$ cat src/rtl/decode_execute_pipe_pkg.sv
// ============================================================================
// Module : decode_execute_pipe_pkg
// Brief  : Opcode encoding and shared constants for the decode/execute pipe.
// Rev    : 1.0  initial release
// ============================================================================
`default_nettype none

package decode_execute_pipe_pkg;

  localparam int c_op_w = 3;

  typedef enum logic [c_op_w-1:0] {
    OP_SUB = 3'b000,
    OP_ADD = 3'b001,
    OP_OR  = 3'b010,
    OP_AND = 3'b011,
    OP_SRA = 3'b100,
    OP_ROL = 3'b101,
    OP_SLT = 3'b110,
    OP_SEQ = 3'b111
  } op_e;

  // Only the arithmetic ops produce a meaningful carry/borrow.
  function automatic logic op_has_carry(input op_e op);
    return (op == OP_SUB) || (op == OP_ADD);
  endfunction

endpackage

`default_nettype wire

$ cat src/rtl/de_result_fifo.sv
// ============================================================================
// Module : de_result_fifo
// Brief  : Synchronous in-order FIFO with occupancy count; storage is cleared
//          by reset so the head never reads X.
// Rev    : 1.0  initial release
// ============================================================================
`default_nettype none

module de_result_fifo #(
  parameter int WIDTH = 10,
  parameter int DEPTH = 4
) (
  input  logic                       clk,
  input  logic                       rst,
  input  logic                       push,
  input  logic                       pop,
  input  logic [WIDTH-1:0]           din,
  output logic [WIDTH-1:0]           dout,
  output logic [$clog2(DEPTH):0]     count,
  output logic                       empty
);

  localparam int c_aw = $clog2(DEPTH);
  localparam logic [c_aw:0] c_depth = (c_aw + 1)'(DEPTH);

  logic [WIDTH-1:0] r_mem [DEPTH];
  logic [c_aw-1:0]  r_wr_ptr;
  logic [c_aw-1:0]  r_rd_ptr;
  logic [c_aw:0]    r_count;
  logic             w_full;
  logic             w_do_push;
  logic             w_do_pop;

  assign empty     = (r_count == '0);
  assign w_full    = (r_count == c_depth);
  assign w_do_pop  = pop & ~empty;
  // At full a simultaneous pop frees the slot the push lands in.
  assign w_do_push = push & (~w_full | w_do_pop);
  assign dout      = r_mem[r_rd_ptr];
  assign count     = r_count;

  always_ff @(posedge clk or posedge rst) begin
    if (rst) begin
      for (int i = 0; i < DEPTH; i++) begin
        r_mem[i] <= '0;
      end
    end else if (w_do_push) begin
      r_mem[r_wr_ptr] <= din;
    end
  end

  always_ff @(posedge clk or posedge rst) begin
    if (rst) begin
      r_wr_ptr <= '0;
      r_rd_ptr <= '0;
      r_count  <= '0;
    end else begin
      if (w_do_push) begin
        r_wr_ptr <= r_wr_ptr + 1'b1;
      end
      if (w_do_pop) begin
        r_rd_ptr <= r_rd_ptr + 1'b1;
      end
      case ({w_do_push, w_do_pop})
        2'b10:   r_count <= r_count + 1'b1;
        2'b01:   r_count <= r_count - 1'b1;
        default: r_count <= r_count;
      endcase
    end
  end

endmodule

`default_nettype wire

$ cat src/rtl/decode_execute_pipe.sv
// ============================================================================
// Module : decode_execute_pipe
// Brief  : Two-stage decode/execute ALU with carry/zero flags, credit-based
//          input flow control and an in-order result FIFO.
// Rev    : 1.0  initial release
// ============================================================================
`default_nettype none

module decode_execute_pipe
  import decode_execute_pipe_pkg::*;
#(
  parameter int WIDTH = 4,
  parameter int DEPTH = 4,
  parameter int TAG_W = 4
) (
  input  logic               clk,
  input  logic               rst,
  input  logic               in_valid,
  output logic               in_ready,
  input  logic [c_op_w-1:0]  in_op,
  input  logic [WIDTH-1:0]   in_rs,
  input  logic [WIDTH-1:0]   in_rt,
  input  logic [TAG_W-1:0]   in_tag,
  output logic               out_valid,
  input  logic               out_ready,
  output logic [WIDTH-1:0]   out_rd,
  output logic               out_carry,
  output logic               out_zero,
  output logic [TAG_W-1:0]   out_tag
);

  localparam int c_fw = WIDTH + 2 + TAG_W;
  localparam int c_cw = $clog2(DEPTH) + 1;
  localparam logic [c_cw:0] c_depth = (c_cw + 1)'(DEPTH);

  logic               w_accept;
  logic               r_s1_valid;
  op_e                r_s1_op;
  logic [WIDTH-1:0]   r_s1_rs;
  logic [WIDTH-1:0]   r_s1_rt;
  logic [TAG_W-1:0]   r_s1_tag;

  logic [WIDTH:0]     w_sum;
  logic [WIDTH:0]     w_diff;
  logic [WIDTH-1:0]   w_rd;
  logic               w_carry;
  logic               w_zero;

  logic               r_s2_valid;
  logic [c_fw-1:0]    r_s2_data;

  logic [c_fw-1:0]    w_fifo_dout;
  logic [c_cw-1:0]    w_fifo_count;
  logic               w_fifo_empty;
  logic               w_pop;
  logic [c_cw:0]      w_occ;

  assign w_accept = in_valid & in_ready;

  // Stage 1: capture the accepted operation.
  always_ff @(posedge clk or posedge rst) begin
    if (rst) begin
      r_s1_valid <= 1'b0;
      r_s1_op    <= OP_SUB;
      r_s1_rs    <= '0;
      r_s1_rt    <= '0;
      r_s1_tag   <= '0;
    end else begin
      r_s1_valid <= w_accept;
      if (w_accept) begin
        r_s1_op  <= op_e'(in_op);
        r_s1_rs  <= in_rs;
        r_s1_rt  <= in_rt;
        r_s1_tag <= in_tag;
      end
    end
  end

  assign w_sum  = {1'b0, r_s1_rs} + {1'b0, r_s1_rt};
  assign w_diff = {1'b0, r_s1_rs} - {1'b0, r_s1_rt};

  always_comb begin
    w_rd    = '0;
    w_carry = 1'b0;
    case (r_s1_op)
      OP_SUB: begin
        w_rd    = w_diff[WIDTH-1:0];
        w_carry = w_diff[WIDTH];
      end
      OP_ADD: begin
        w_rd    = w_sum[WIDTH-1:0];
        w_carry = w_sum[WIDTH];
      end
      OP_OR:  w_rd = r_s1_rs | r_s1_rt;
      OP_AND: w_rd = r_s1_rs & r_s1_rt;
      OP_SRA: w_rd = {r_s1_rt[WIDTH-1], r_s1_rt[WIDTH-1:1]};
      OP_ROL: w_rd = {r_s1_rs[WIDTH-2:0], r_s1_rs[WIDTH-1]};
      OP_SLT: begin
        w_rd[WIDTH-1] = 1'b1;
        w_rd[1]       = 1'b1;
        w_rd[0]       = (r_s1_rs < r_s1_rt);
      end
      OP_SEQ: begin
        w_rd    = '1;
        w_rd[0] = (r_s1_rs == r_s1_rt);
      end
      default: begin
        w_rd    = '0;
        w_carry = 1'b0;
      end
    endcase
    if (!op_has_carry(r_s1_op)) begin
      w_carry = 1'b0;
    end
  end

  assign w_zero = (w_rd == '0);

  // Stage 2: hold the finished result for the FIFO push.
  always_ff @(posedge clk or posedge rst) begin
    if (rst) begin
      r_s2_valid <= 1'b0;
      r_s2_data  <= '0;
    end else begin
      r_s2_valid <= r_s1_valid;
      if (r_s1_valid) begin
        r_s2_data <= {w_rd, w_carry, w_zero, r_s1_tag};
      end
    end
  end

  assign w_pop = out_valid & out_ready;

  de_result_fifo #(
    .WIDTH (c_fw),
    .DEPTH (DEPTH)
  ) u_fifo (
    .clk   (clk),
    .rst   (rst),
    .push  (r_s2_valid),
    .pop   (w_pop),
    .din   (r_s2_data),
    .dout  (w_fifo_dout),
    .count (w_fifo_count),
    .empty (w_fifo_empty)
  );

  // Ops still in the pipe already own a FIFO slot, so count them as credit used.
  assign w_occ    = {1'b0, w_fifo_count}
                  + {{c_cw{1'b0}}, r_s1_valid}
                  + {{c_cw{1'b0}}, r_s2_valid};
  assign in_ready = (w_occ < c_depth);

  assign out_valid = ~w_fifo_empty;
  assign out_rd    = w_fifo_dout[c_fw-1 -: WIDTH];
  assign out_carry = w_fifo_dout[TAG_W+1];
  assign out_zero  = w_fifo_dout[TAG_W];
  assign out_tag   = w_fifo_dout[TAG_W-1:0];

endmodule

`default_nettype wire

$ cat config.mk
export PLATFORM = sky130hd
export DESIGN_NAME = decode_execute_pipe
export DESIGN_NICKNAME = d
export VERILOG_FILES = /design/src/rtl/decode_execute_pipe_pkg.sv /design/src/rtl/de_result_fifo.sv /design/src/rtl/decode_execute_pipe.sv
export SDC_FILE = /design/constraint.sdc
export NUM_CORES = 1
export LEC_CHECK = 0
export ABC_AREA = 1
export BUFFER_PORTS_ARGS = -buffer_cell sky130_fd_sc_hd__buf_2
export CAP_MARGIN = 20
export CORE_ASPECT_RATIO = 1.25
export CORE_MARGIN = 3
export CORE_UTILIZATION = 65
export CTS_BUF_LIST = sky130_fd_sc_hd__clkbuf_16
export CTS_CLUSTER_DIAMETER = 40
export DETAILED_ROUTE_END_ITERATION = 10
export MAX_ROUTING_LAYER = met4
export PLACE_DENSITY_LB_ADDON = 0.12
export SETUP_SLACK_MARGIN = 0.2
export SLEW_MARGIN = 20
export SYNTH_ARGS = -nofsm -noshare
export SYNTH_HDL_FRONTEND = slang
export SYNTH_HIERARCHICAL = 1
export SYNTH_SLANG_ARGS = --single-unit
export TNS_END_PERCENT = 100
$ cat constraint.sdc
create_clock -name clk -period 4 [get_ports clk]
set_input_delay 0.8 -clock clk [delete_from_list [all_inputs] [get_ports clk]]
set_output_delay 0.8 -clock clk [all_outputs]
set_load 0.05 [all_outputs]
==> results list <==
- Maximum clock frequency: 328 MHz
* Clock transition at the registers of the reported paths: 0.06 ns
- TritonCTS built the clock tree.
- WS Path Type: reg2out
* RR Startpoint: u_fifo/count[0]
- Power per standard cell area: 978 mW/mm2
- Count of distinct cell types in the synthesized netlist: 33
- Data arrives at the worst endpoint at 2.25 ns.
* Crit path capture: out_carry
- Setup slack on the worst flop-to-flop path: 1.72 ns
- Starting density of the core: 0.687
- Die W: 76.8 um
- At the pin with the least slew margin, the transition time is 0.980 ns.
* Count of clock tree sinks: 74
* Endpoint of the lowest-slack register-to-register path: u_fifo/count[2]
* Routability congestion estimate from global placement: 0.930
* Crit Path Max Fanout: 23
- Worst vdd ir: 0.000604 V
- Top cell types by occurrence after synthesis: nand2_1, dfrtp_1, nand4_1
- After detailed routing, the total wire length is 9090 um.
- Between clock sinks in the finished design, the worst skew comes to 0.00506 ns.
- The critical path contains buffers and inverters numbering 2 combined.
- STA classifies the critical path startpoint as a flop.
* Pleak: 2.34 nW
* Number of buffers inserted by post-CTS setup repair: 0
* Crit share post-route: 0.762
- After synthesis, the mean cell area works out to 8.22 um2.
* Area after detailed placement: 0.00416 mm2
* Count of flip-flops with a built-in enable after synthesis: 0
- The number of antenna diodes in the final layout is 0.
- Across the run, the number of max-cap violations was 0.
- Summed over all failing endpoints, the final setup total negative slack is 0 ns.
* Max Buffers Root-to-Sink: 2
* Drt via density: 5.72
- The number of antenna violations at the first check in global routing was 0.
- The wire-length estimate of the detail-placed layout is 6210 um.
- In this run the number of cells on the critical path is 4.
* Post-route design area: 0.00450 mm2
* WP data required: 3.20 ns
* Floorplan die height: 94.6 um
- Proportion of layout cells with a drive suffix above 1: 0.114
* Worst setup EP type: output port
* Number of nets in the finished design: 553
- In this run, synthesis produced a sequential element count of 74.
- In the final routed layout, each cell accounts on average for 15.2 um.
* DRC Markers: 0
- Clock latency on the worst-skew pair, taken at its later pin, is 0.33 ns.
- Overall global routing resource usage: 0.283
- Counting the fill cells in the layout gives 466.
- The worst hold path belongs to the class reg2reg.
- After clock tree synthesis, the flow added hold-fix buffers numbering 0.
- Biggest area contributors in the synthesized netlist: dfrtp_1, nand2_1, nand4_1
- Summed over all layers, the global routing overflow is 0.
- Top cell type by total area after synthesis: dfrtp_1
- Sequential cell area fraction in the yosys report: 0.454
* Ports: 31
- Setup repair after global routing left no endpoint under its margin.
* Worst rel slew slack: 0.346
- Worst-case hold slack: 0.465 ns
- In the synthesized netlist the async set-or-reset flop fraction comes to 1.00.
- Number of design-rule violations left by the first detailed-router iteration: 336
- The final count of hold timing violations came to 0.
- Row generation in the floorplan step produced 31 rows.
- The number of global-route vias before repair came to 3429.
- First-pass GRT wire length: 15800 um
- Setup violations remaining at the end of the flow were counted as 0.
* Pin count of the biggest net entering global routing: 48
* Cell with the most instances after synthesis: nand2_1
- Area of the placeable core: 0.00593 mm2
* Largest incremental delay on the critical path: 0.78 ns
* Critical path's slowest cell: dfrtp_1
* Synth Instances: 496
- CTS H-tree lvls: 3
- In this run, post-CTS repair resized a total of 0 instances.
- Clock tree synthesis selected as its root buffer the cell clkbuf_16.
* Post-Syn Area: 0.00408 mm2
- The most used flip-flop cell after synthesis is dfrtp_1.
- Num CTS Buffers: 9
- Number of detailed-route iterations in the first pass: 5
- Critical path cell sequence: inv_1 -> o21ai_0 -> o22ai_1 -> buf_2
* Growth of design area from synthesis to finish: 10.2%
- Number of buffers inserted by port buffering: 30
- Number of synthesis warnings: 6
* Worst r2r path cells: 11
- Top Family by Delay on Critical Path: flip-flops
* Post-place setup slack: 1.38 ns
* Routed vias: 3434
- Number of max-slew violations in the final report: 0
- Result of the run: finished clean
* Synthesized Nets: 536
- The most critical setup path has its startpoint at u_fifo/r_rd_ptr[0].
- Area share of the largest cell type after synthesis: 0.454
* Die Area: 0.00727 mm2
- Final period demand of the worst path: 3.05 ns
* Antenna-violating nets left: 0
- Setup ws final: 0.953 ns
==> metrics by stage <==
step,instances,power [mW],utilization
floorplan,496,3.05,-
global placement,584,3.40,0.701
detailed placement,584,3.46,0.701
CTS,600,4.38,0.758
global route,600,4.75,0.758
finish,600,4.40,0.758
==> cells by family after synthesis <==
| kind of cell | after synthesis | share of synthesized area |
|---|---|---|
| DFF | 74 | 0.454 |
| and+or+nand+nor | 269 | 0.301 |
| xor gates and xnor gates | 4 | 0.00859 |
| adders and majority gates | 21 | 0.0700 |
| AOI/OAI and AO/OA | 63 | 0.0832 |
| buffers and inverters | 65 | 0.0832 |
==> layer usage <==
metal	track usage	up-vias	routed length, um
met5	-	-	0
met1	0.322	1619	3840
met4	0.165	0	293
li1	-	1682	-
met3	0.0525	28	359
met2	0.470	105	4600
==> worst min-delay path by stage <==
stage,from,to,slack [ns],cells after the start
finish,u_fifo/r_mem[27],u_fifo/r_mem[27],0.46,2
global route,u_fifo/r_mem[23],u_fifo/r_mem[23],0.48,2
CTS,u_fifo/r_mem[28],u_fifo/r_mem[28],0.47,2
detailed placement,u_fifo/r_mem[20],u_fifo/r_mem[20],0.45,2
global placement,u_fifo/r_mem[28],u_fifo/r_mem[28],0.45,2
floorplan,r_s1_valid,r_s2_valid,0.37,0
==> final cells by class <==
class,count,area [um2],share of cell area
multi-input combinational,357,1890,0.420
sequential,74,1850,0.412
clock buffer,9,225,0.0501
timing repair buffer,33,173,0.0384
inverter,38,146,0.0326
clock inverter,7,110,0.0245
tap,82,103,0.0228
==> cells in the final DEF, fill, tap and decap left out, drive strengths merged <==
| master | n |
|---|---|
| nand2 | 155 |
| a31oi | 1 |
| xor2 | 3 |
| clkbuf | 9 |
| inv | 37 |
| nand3b | 2 |
| bufinv | 3 |
| o21ai | 43 |
| ha | 18 |
| a21oi | 8 |
| buf | 33 |
| o21a | 1 |
| xnor2 | 1 |
| fa | 3 |
| clkinv | 5 |
| nand4 | 45 |
| o22ai | 10 |
| dfrtp | 74 |
| nor2 | 39 |
| nand3 | 25 |
| nor3 | 3 |
==> sequential cells by signal, summed over array words and instances (netlist names) <==
signal	count
r_s2_valid	1
r_s1_op	3
r_s2_data	10
u_fifo/r_rd_ptr	2
r_s1_valid	1
u_fifo/r_mem	40
r_s1_rt	4
u_fifo/r_wr_ptr	2
u_fifo/count	3
r_s1_rs	4
r_s1_tag	4
==> power by group <==
| group | switching, mW | internal (mW) |
|---|---|---|
| Clock | 0.306 | 0.604 |
| Sequential | 0.360 | 1.08 |
| Combinational | 1.43 | 0.617 |
| Total | 2.10 | 2.30 |
==> worst min-delay path, stage by stage (launching register included) <==
cell	delay [ns]
dfrtp_1	0.34
nand2_1	0.05
nand2_1	0.04
Power figures use the tool's default switching activity.
